### src/rtl/input_loader.sv
// input_loader: frame-buffering byte loader feeding the memoryA write path (optional LOADER_PARITY_EN adds even-parity checking)
module input_loader #(
  parameter int DEPTH     = 8,
  parameter int FRAME_LEN = 8
) (
  input  logic       clock,
  input  logic       reset,
  input  logic [7:0] in_data,
  input  logic       in_valid,
`ifdef LOADER_PARITY_EN
  input  logic       in_parity,
  output logic       parity_err,
`endif
  output logic       in_ready,
  input  logic       weA,
  output logic [7:0] dataOutA,
  output logic       frame_ready,
  output logic       frame_done,
  output logic       underrun
);
  localparam int AW = $clog2(DEPTH);
  localparam int CW = AW + 1;
  typedef enum logic [1:0] {IDLE, FILL, DRAIN} state_t;
  state_t state, state_n;
  logic [7:0] mem [DEPTH];
  logic [AW-1:0] wr_ptr, rd_ptr;
  logic [CW-1:0] count, accept_cnt, pop_cnt, count_n, accept_n, pop_n;
  logic accept, bad, store, pop, last_pop, in_ready_n;
  assign accept = in_valid & in_ready;
`ifdef LOADER_PARITY_EN
  assign bad = ^{in_data, in_parity};
`else
  assign bad = 1'b0;
`endif
  assign store = accept & ~bad;
  assign pop = weA & (state == DRAIN) & (count != '0);
  assign last_pop = pop & (pop_cnt == CW'(FRAME_LEN - 1));
  assign frame_ready = (state == DRAIN);
  assign dataOutA = (count == '0) ? 8'h00 : mem[rd_ptr];
  // next-state, occupancy and frame counters; in_ready is precomputed from next values so it registers cleanly
  always_comb begin
    state_n = state;
    count_n = count;
    accept_n = accept_cnt;
    pop_n = pop_cnt;
    if (store) begin
      count_n = count + 1'b1;
      accept_n = accept_cnt + 1'b1;
    end
    if (pop) begin
      count_n = count - 1'b1;
      pop_n = pop_cnt + 1'b1;
    end
    case (state)
      IDLE:  state_n = store ? FILL : IDLE;
      FILL:  state_n = (accept_cnt == CW'(FRAME_LEN)) ? DRAIN : FILL;
      DRAIN: if (last_pop) begin
        state_n = IDLE;
        accept_n = '0;
        pop_n = '0;
      end
      default: state_n = IDLE;
    endcase
    in_ready_n = (state_n != DRAIN) && (count_n != CW'(DEPTH)) && (accept_n < CW'(FRAME_LEN));
  end
  // control state, pointers and sticky flags
  always_ff @(posedge clock or posedge reset) begin
    if (reset) begin
      state <= IDLE;
      count <= '0;
      accept_cnt <= '0;
      pop_cnt <= '0;
      wr_ptr <= '0;
      rd_ptr <= '0;
      in_ready <= 1'b0;
      frame_done <= 1'b0;
      underrun <= 1'b0;
`ifdef LOADER_PARITY_EN
      parity_err <= 1'b0;
`endif
    end else begin
      state <= state_n;
      count <= count_n;
      accept_cnt <= accept_n;
      pop_cnt <= pop_n;
      wr_ptr <= wr_ptr + AW'(store);
      rd_ptr <= rd_ptr + AW'(pop);
      in_ready <= in_ready_n;
      frame_done <= last_pop;
      underrun <= underrun | (weA & ~pop);
`ifdef LOADER_PARITY_EN
      parity_err <= parity_err | (accept & bad);
`endif
    end
  end
  // FIFO storage; contents need no reset since emptiness gates the output
  always_ff @(posedge clock) begin
    if (store) mem[wr_ptr] <= in_data;
  end
endmodule

### config.mk
export PLATFORM = sky130hd
export DESIGN_NAME = input_loader
export DESIGN_NICKNAME = d
export VERILOG_FILES = /design/src/rtl/input_loader.sv
export SDC_FILE = /design/constraint.sdc
export NUM_CORES = 1
export LEC_CHECK = 0
export CAP_MARGIN = 10
export CORE_MARGIN = 5
export CORE_UTILIZATION = 45
export DETAILED_ROUTE_END_ITERATION = 10
export GPL_TIMING_DRIVEN = 1
export SKIP_CTS_REPAIR_TIMING = 1
export SYNTH_ARGS = -nofsm -noshare
export SYNTH_HDL_FRONTEND = slang
export SYNTH_SLANG_ARGS = --single-unit
### constraint.sdc
create_clock -name clock -period 3.7 [get_ports clock]
set_clock_uncertainty 0.15 [all_clocks]
set_input_delay 0.925 -clock clock [delete_from_list [all_inputs] [get_ports clock]]
set_output_delay 0.925 -clock clock [all_outputs]
set_load 0.005 [all_outputs]
# [After elaboration in Yosys (flattened, before gate mapping)]
# Memory sizes are Yosys's and may differ from the RTL's.
# Index checks and enable logic that the tools add are counted.
[totals] regBits=23 ram_bits=64 inputBits=12 output_inout_bits=12 wordCells=50 mem_count=1
[memory_table] name="mem" depth=8 word_bits=8 rd=1 rd_ports_with_merged_regs=0 write_ports=1 line_no="25" source="logic [7:0] mem [DEPTH];"
[op_classes] addsub=6 n_lt_le_gt_ge=1 eq_ne=6 mux=15 n_bitwise=7 reduce_logical=5
[ops] cell="$mux 4" count=8
[ops] cell="$add 4x1->4 const B" count=3
[ops] cell="$mux 8" count=1
[ops] cell="$add 3x1->3" count=2
[ops] cell="$pmux 2 s3" count=1
[ops] cell="$and 1x1->1" count=5
[ops] cell="$eq 4x3->1 const B" count=1
[ops] cell="$eq 4x4->1 const B" count=1
[ops] cell="$logic_not 4->1" count=1
[ops] cell="$lt 4x4->1 const B" count=1
[ops] cell="$mux 2" count=2
[ops] cell="$ne 4x4->1 const B" count=1
[ops] cell="$reduce_bool 4->1" count=1
[ops] cell="$sub 4x1->4 const B" count=1
[ops] cell="$mux 1" count=3
[ops] cell="$eq 2x1->1 const B" count=1
[ops] cell="$eq 2x2->1 const B" count=1
[ops] cell="$logic_and 1x1->1" count=2
[ops] cell="$logic_not 2->1" count=1
[ops] cell="$ne 2x2->1 const B" count=1
[ops] cell="$not 1->1" count=1
[ops] cell="$or 1x1->1" count=1

# [Depth between registers and ports, before layout]
# Gate-level depths: netlist (run 1).
[depth] ltp_word=9 depth_mapped=8 depth_no_buf=8

# [Worst setup path after synthesis (run 1)]
# Ideal clock, no wire load.
[synth_path] kind="input to register" start="in in_valid" end="mem mem[1][0], enable pin" setup_ns=0.383 arrival_ns=1.961 t_required_ns=3.167 path_slack_ns=1.205 stages=4 path_buffers=0 path_cell_list="nand2_1 clkinv_1 nand2_1 nor3_1"
[synth_via] elab_chain_len=3
[synth_rtl] item="start, declared" line_no="9" source="input logic in_valid,"
[synth_rtl] item="$and 1x1->1" line_no="29" source="assign accept = in_valid & in_ready;"
[synth_rtl] item="$mux 1" line_no="98" source="if (store) mem[wr_ptr] <= in_data;"
[synth_rtl] item="$mux 1 (implied by the code)" line_no="98"
[synth_rtl] item="end, declared" line_no="25"
# No other way between the ends.

# [Worst setup path after layout (run 1)]
[layout_path] start="reg rd_ptr[0]" end="out dataOutA[3]"
[layout_via] elab_chain_len=2
[layout_rtl] item="start, declared" line_no="26" source="logic [AW-1:0] wr_ptr, rd_ptr;"
[layout_rtl] item="start signal, assigned" line_no="87" source="rd_ptr <= rd_ptr + AW'(pop);"
[layout_rtl] item="$mem_v2 8x8"
[layout_rtl] item="$mux 8" line_no="39" source="assign dataOutA = (count == '0) ? 8'h00 : mem[rd_ptr];"
[layout_rtl] item="end, declared" line_no="16" source="output logic [7:0] dataOutA,"
# No other way between the ends.

==> results of run 1 <==
-- state kept, by name, indices dropped and copies added, names as in the netlist --
| name | cells |
|---|---|
| mem | 64 |
| accept_cnt | 4 |
| count | 4 |
| pop_cnt | 4 |
| rd_ptr | 3 |
| wr_ptr | 3 |
| state | 2 |
| frame_done | 1 |
| in_ready | 1 |
| underrun | 1 |
-- synthesized netlist by cell type (2+ instances only) --
cell      instances  area share
a211oi_1          2      0.0041
a21oi_1           3      0.0041
buf_4             2      0.0041
dfrtp_1          23        0.16
edfxtp_1         64        0.53
ha_1              9       0.031
inv_1             7      0.0072
inv_2             2      0.0021
mux2i_1           9       0.025
mux4_2           16       0.099
nand2_1           7      0.0072
nand2b_1          2      0.0034
nand3_1           4      0.0055
nand4_1           2      0.0034
nand4b_1          4      0.0096
nor2_1           18       0.019
nor3_1            4      0.0055
o21ai_0           4      0.0055
o22ai_1           2      0.0034
or3_1             2      0.0034
xnor2_1           4      0.0096
xor2_1            3      0.0072
-- final cells by class --
type	instances	area share
tap	102	0.0300
clock inverter	6	0.0147
sequential	87	0.588
timing repair buffer	35	0.0754
inverter	10	0.00883
clock buffer	9	0.0292
multi-input combinational	114	0.254
-- worst max-delay path by stage --
stage                              startpoint                  end  slack, ns  depth (start not counted)
after floorplan                      in_valid  mem[1][0]$_DFFE_PP_       1.21                          4
after global placement               in_valid  mem[5][7]$_DFFE_PP_       0.60                          5
after detailed placement             in_valid  mem[5][6]$_DFFE_PP_       0.50                          5
after CTS                 rd_ptr[0]$_DFF_PP0_          dataOutA[3]       0.26                          5
after global routing       count[0]$_DFF_PP0_          dataOutA[1]       0.17                          5
final                     rd_ptr[0]$_DFF_PP0_          dataOutA[3]       0.33                          5
-- worst max-delay path, stage by stage (launching register included) --
cell and delay [ns]:
dfrtp_1 0.35, buf_4 0.31, mux4_2 0.55, mux2i_1 0.18, nor2_1 0.06, clkdlybuf4s50_1 0.48
-- power by group --
group          total [mW]  leakage (nW)         switching (mW)  internal (mW)
clock               0.626        0.0887                  0.320          0.306
sequential           1.05         0.886  0.0000000000000000144           1.05
combinational      0.0279         0.551                 0.0167         0.0111
total                1.70          1.53                  0.337           1.36
-- metal layers --
metal | up-vias | part of all wire | GRT usage | routed length [um]
li1 | 917 | - | - | -
met5 | - | 0 | 0 | 0
met2 | 34 | 0.47 | 0.217 | 3020
met1 | 964 | 0.47 | 0.203 | 3050
met4 | 0 | 0.012 | 0.0473 | 80
met3 | 6 | 0.043 | 0.0486 | 279
-- stage by stage --
step,cell area [sq um],cells,util
2_1_floorplan,3640,216,-
3_3_place_gp,4060,348,0.520
3_5_place_dp,4060,348,0.520
4_1_cts,4250,363,0.544
5_1_grt,4250,363,0.544
6_report,4250,363,0.544
-- logic make-up (layout without fill, tap and decap cells) --
kind of cell / after synthesis / after routing / synth area share
flops: 87 / 87 / 0.687
simple gates: 55 / 55 / 0.0867
mux: 26 / 26 / 0.127
compound gates: 17 / 17 / 0.0337
buf+inv: 15 / 60 / 0.0179
fa+ha+maj: 9 / 9 / 0.0310
xor+xnor: 7 / 7 / 0.0169
==> metrics.md, run 1 <==
| Metric | Value |
|---|---|
| Syn Nets | `237` |
| DRC | `0` |
| ANT nets after route | `0` |
| Slew HR | `0.402` |
| Port bufs | `23` |
| IO Count | `24` |
| Dpl ws | `0.504 ns` |
| HP Start | `underrun$_DFF_PP0_` |
| Arrival time worst endpoint | `2.29 ns` |
| GPL Wtd Cong | `0.787` |
| Vias | `1921` |
| Unique masters post-synth | `45` |
| Total power | `1.70 mW` |
| CP Data Required Time | `2.62 ns` |
| Fin crit period | `3.37 ns` |
| Root Buffer | `clkbuf_8` |
| Worst setup EP type | `output pin` |
| Routed len/inst | `17.7 um` |
| Post-DP HPWL | `4420 um` |
| Final setup vio count | `0` |
| Final hold vios | `0` |
| Reg2Reg Depth | `6` |
| Grt ovf | `0` |
| Largest net degree at the start of global routing | `24` |
| Initial DRT Pass Iterations | `4` |
| Maxcap violations | `0` |
| Area taken by multi-input logic gates | `1080 sq um` |
| CTS tree | `done` |
| Avg Cell Area, Syn | `16.8 sq um` |
| HP Class | `reg -> reg` |
| Via density | `5.29` |
| Final period utilization | `0.910` |
| Number of global-route vias before repair | `1994` |
| Die height | `99.9 um` |
| Number of nets in the layout | `278` |
| Initial DRC count | `113` |
| CTS clock-pin slew for the worst setup and hold paths | `0.08 ns` |
| Area grow syn2layout | `16.9%` |
| Max Freq | `297 MHz` |
| Sink Count | `87` |
| Die width | `99.9 um` |
| H-tree Lvls | `3` |
| Site Rows | `32` |
| Final max-slew violation count | `0` |
| Max rail drop VDD | `0.203 mV` |
| Synth async-reset ratio | `0.264` |
| Commonest register cell after synthesis | `edfxtp_1` |
| Initial antenna violation count | `0` |
| Effective utilization at floorplan | `0.466` |
| Layout fillers | `638` |
| Pwr/cell area | `400 nW/um^2` |
| Run status | `finished clean` |
| Pleak | `1.53 nW` |
| Ys Warns | `0` |
| Cells after Synth | `216` |
| Worst setup margin | `0.333 ns` |
| Worst skew pair latency | `0.34 ns` |
| Ant diodes | `0` |
| Wirelength, routed | `6440 um` |
| Worst-margin pin slew | `0.896 ns` |
| Critical setup path kind | `reg -> out` |
| Layout cells sized above 1 | `0.215` |
| Gr usage total | `0.146` |
| Worst hold path endpoint | `underrun$_DFF_PP0_` |
| Worst-path maximum fanout | `16` |
| EDFF count, synth | `64` |
| CTS Buf Count | `9` |
| Die ar. | `9980 sq um` |
| Setup TNS | `0 ns` |
| Hold Crit Depth | `1` |
| Global-route wire length before repair | `10700 um` |
| Crit start category | `flip-flop` |
| Core ar. | `7810 sq um` |
| Most frequent cells in the layout | `edfxtp_1 (64), dfrtp_1 (23), clkdlybuf4s50_1 (23)` |
| FF-to-FF setup slack | `1.47 ns` |
| Commonest non-fill, non-tap cell in the layout | `edfxtp_1` |
| Worst-case clock buffer depth | `2` |
| Post-synthesis register bit count | `87` |
| Mapped Area | `3640 sq um` |
| RSZ-0062 raised after global routing | `false` |
| Register area | `2500 sq um` |
| RR Startpoint | `count[0]$_DFF_PP0_` |
| Worst R2R End | `in_ready$_DFF_PP0_` |
| Hold_ws | `0.322 ns` |
| Seq/Total Area, Yosys | `0.687` |
Note: power is estimated with default switching activity, not from simulation.
==> run 2: changes to the inputs <==
--- a/config.mk
+++ b/config.mk
@@ -6,10 +6,12 @@
 export NUM_CORES = 1
 export LEC_CHECK = 0
 export CAP_MARGIN = 10
+export CORE_ASPECT_RATIO = 0.9
 export CORE_MARGIN = 5
 export CORE_UTILIZATION = 45
 export DETAILED_ROUTE_END_ITERATION = 10
 export GPL_TIMING_DRIVEN = 1
+export SETUP_SLACK_MARGIN = 0.1
 export SKIP_CTS_REPAIR_TIMING = 1
 export SYNTH_ARGS = -nofsm -noshare
 export SYNTH_HDL_FRONTEND = slang
==> run 2 against run 1 <==
  * Global-route usage is 0.15 points lower
  * Worst hold slack lost 0.0020 ns
  * Clock power up 2%
  * Cell area shrank 0.53%
  * Core utilization is 1.3 points lower
  * Non-clock buffer count is 3 lower
  * Sequential power about the same
  * Maximum frequency up 1.2%
  * Cell count decreased by 1.4%
  * Combinational power up 1%
  * Critical path type unchanged
==> metrics.md, run 2 (synthesis results as in run 1) <==
| Metric | Value |
|---|---|
| Die width | `105 um` |
| Area grow syn2layout | `16.2%` |
| Area taken by multi-input logic gates | `1080 sq um` |
| ANT nets after route | `0` |
| Largest net degree at the start of global routing | `24` |
| Final period utilization | `0.899` |
| Worst R2R End | `rd_ptr[2]$_DFF_PP0_` |
| Worst-path maximum fanout | `16` |
| Fin crit period | `3.33 ns` |
| Final instance area | `4230 sq um` |
| Reg2Reg Depth | `8` |
| DRC | `0` |
| Pleak | `1.51 nW` |
| Initial DRT Pass Iterations | `4` |
| Most frequent cells in the layout | `edfxtp_1 (64), dfrtp_1 (23), clkdlybuf4s50_1 (23)` |
| RR Startpoint | `count[0]$_DFF_PP0_` |
| Maxcap violations | `0` |
| Worst-case clock buffer depth | `2` |
| Crit start category | `flip-flop` |
| Site Rows | `31` |
| Final hold vios | `0` |
| Layout cells sized above 1 | `0.201` |
| IO Count | `24` |
| HP Start | `underrun$_DFF_PP0_` |
| GPL Wtd Cong | `0.798` |
| Setup TNS | `0 ns` |
| Slew HR | `0.423` |
| Initial DRC count | `119` |
| Global-route wire length before repair | `10800 um` |
| Ant diodes | `0` |
| Die height | `95.3 um` |
| Reg with most FFs | `mem` |
| Hold Crit Depth | `1` |
| Gr usage total | `0.144` |
| Sink Count | `87` |
| HP Class | `reg -> reg` |
| Number of nets in the layout | `275` |
| Root Buffer | `clkbuf_8` |
| Pwr/cell area | `405 nW/um^2` |
| Number of global-route vias before repair | `1986` |
| Hold_ws | `0.320 ns` |
| Post-DP HPWL | `4380 um` |
| Worst-margin pin slew | `0.864 ns` |
| Wirelength, routed | `6570 um` |
| Vias | `1963` |
| Routed len/inst | `18.3 um` |
| Worst skew pair latency | `0.35 ns` |
| Worst setup EP type | `output pin` |
| Worst hold path endpoint | `underrun$_DFF_PP0_` |
| Arrival time worst endpoint | `2.25 ns` |
| Commonest non-fill, non-tap cell in the layout | `edfxtp_1` |
| Post-Layout Cell Count | `358` |
| Run status | `finished clean` |
| Effective utilization at floorplan | `0.457` |
| CTS tree | `done` |
| CP Data Required Time | `2.62 ns` |
| Critical setup path kind | `reg -> out` |
| Grt ovf | `0` |
| Cells after DPL | `342` |
| Register area | `2500 sq um` |
| Port bufs | `23` |
| CTS clock-pin slew for the worst setup and hold paths | `0.08 ns` |
| Core ar. | `7950 sq um` |
| Initial antenna violation count | `0` |
| H-tree Lvls | `3` |
| Die ar. | `9980 sq um` |
| Max Freq | `301 MHz` |
| Area post-placement | `4040 sq um` |
| Via density | `5.48` |
| RSZ-0062 raised after global routing | `false` |
| Final max-slew violation count | `0` |
| Max rail drop VDD | `0.210 mV` |
| Final setup vio count | `0` |
| Layout fillers | `666` |
| Max reg flops | `64` |
| CTS Buf Count | `9` |
| FF-to-FF setup slack | `1.53 ns` |
[run 2: cell types whose count changed in the layout (fill, tap and decap cells not counted)]
cell        delta
buf_4          -3
clkbuf_1       +2
clkinv_2       -1
clkinv_4       +1
clkinvlp_4     -1
[run 2: area by class of cell]
type                            instances  area share
Timing Repair Buffer                   32      0.0705
Tap cell                               99      0.0293
Multi-Input combinational cell        114       0.255
Sequential cell                        87       0.591
Inverter                               10     0.00888
Clock buffer                           11      0.0311
Clock inverter                          5      0.0139
[run 2: metrics by stage]
step / setup slack, ns / util / power [mW]
2_1_floorplan: 1.21 / - / 1.07
3_3_place_gp: 0.586 / 0.508 / 1.10
3_5_place_dp: 0.539 / 0.508 / 1.10
4_1_cts: 0.284 / 0.532 / 1.73
5_1_grt: 0.210 / 0.532 / 1.77
6_report: 0.373 / 0.532 / 1.71
[run 2: where the power goes]
| part | leakage [nW] | internal (mW) | switching (mW) |
|---|---|---|---|
| sequential | 0.886 | 1.05 | 0.0000000000000000125 |
| clock | 0.0912 | 0.313 | 0.325 |
| combinational | 0.534 | 0.0111 | 0.0172 |
[run 2: worst max path at each step]
stage	startpoint	to	slack, ns	cells past startpoint
final	rd_ptr[0]$_DFF_PP0_	dataOutA[0]	0.37	5
after global routing	rd_ptr[0]$_DFF_PP0_	dataOutA[3]	0.21	5
after global placement	in_valid	mem[7][6]$_DFFE_PP_	0.59	5
after CTS	rd_ptr[0]$_DFF_PP0_	dataOutA[0]	0.28	5
after detailed placement	in_valid	mem[7][3]$_DFFE_PP_	0.54	5
after floorplan	in_valid	mem[1][0]$_DFFE_PP_	1.21	4
[run 2: worst max-delay path, stage by stage, from the launching register on]
cell and delay (ns):
dfrtp_1 0.35, buf_4 0.32, mux4_2 0.57, mux2i_1 0.15, nor2_1 0.05, clkdlybuf4s50_1 0.47
[run 2: layer usage]
layer | GRT usage | up-vias | wire length, um
li1 | - | 916 | -
met5 | 0 | - | 0
met1 | 0.199 | 997 | 3130
met2 | 0.219 | 40 | 3030
met3 | 0.0433 | 10 | 318
met4 | 0.0511 | 0 | 95
==> run 3: changes to the inputs <==
--- a/config.mk
+++ b/config.mk
@@ -13,6 +13,7 @@
 export GPL_TIMING_DRIVEN = 1
 export SETUP_SLACK_MARGIN = 0.1
 export SKIP_CTS_REPAIR_TIMING = 1
+export SLEW_MARGIN = 10
 export SYNTH_ARGS = -nofsm -noshare
 export SYNTH_HDL_FRONTEND = slang
 export SYNTH_SLANG_ARGS = --single-unit
==> results of run 3 <==
No change in the layout: final DEF, timing and power equal those of run 2.
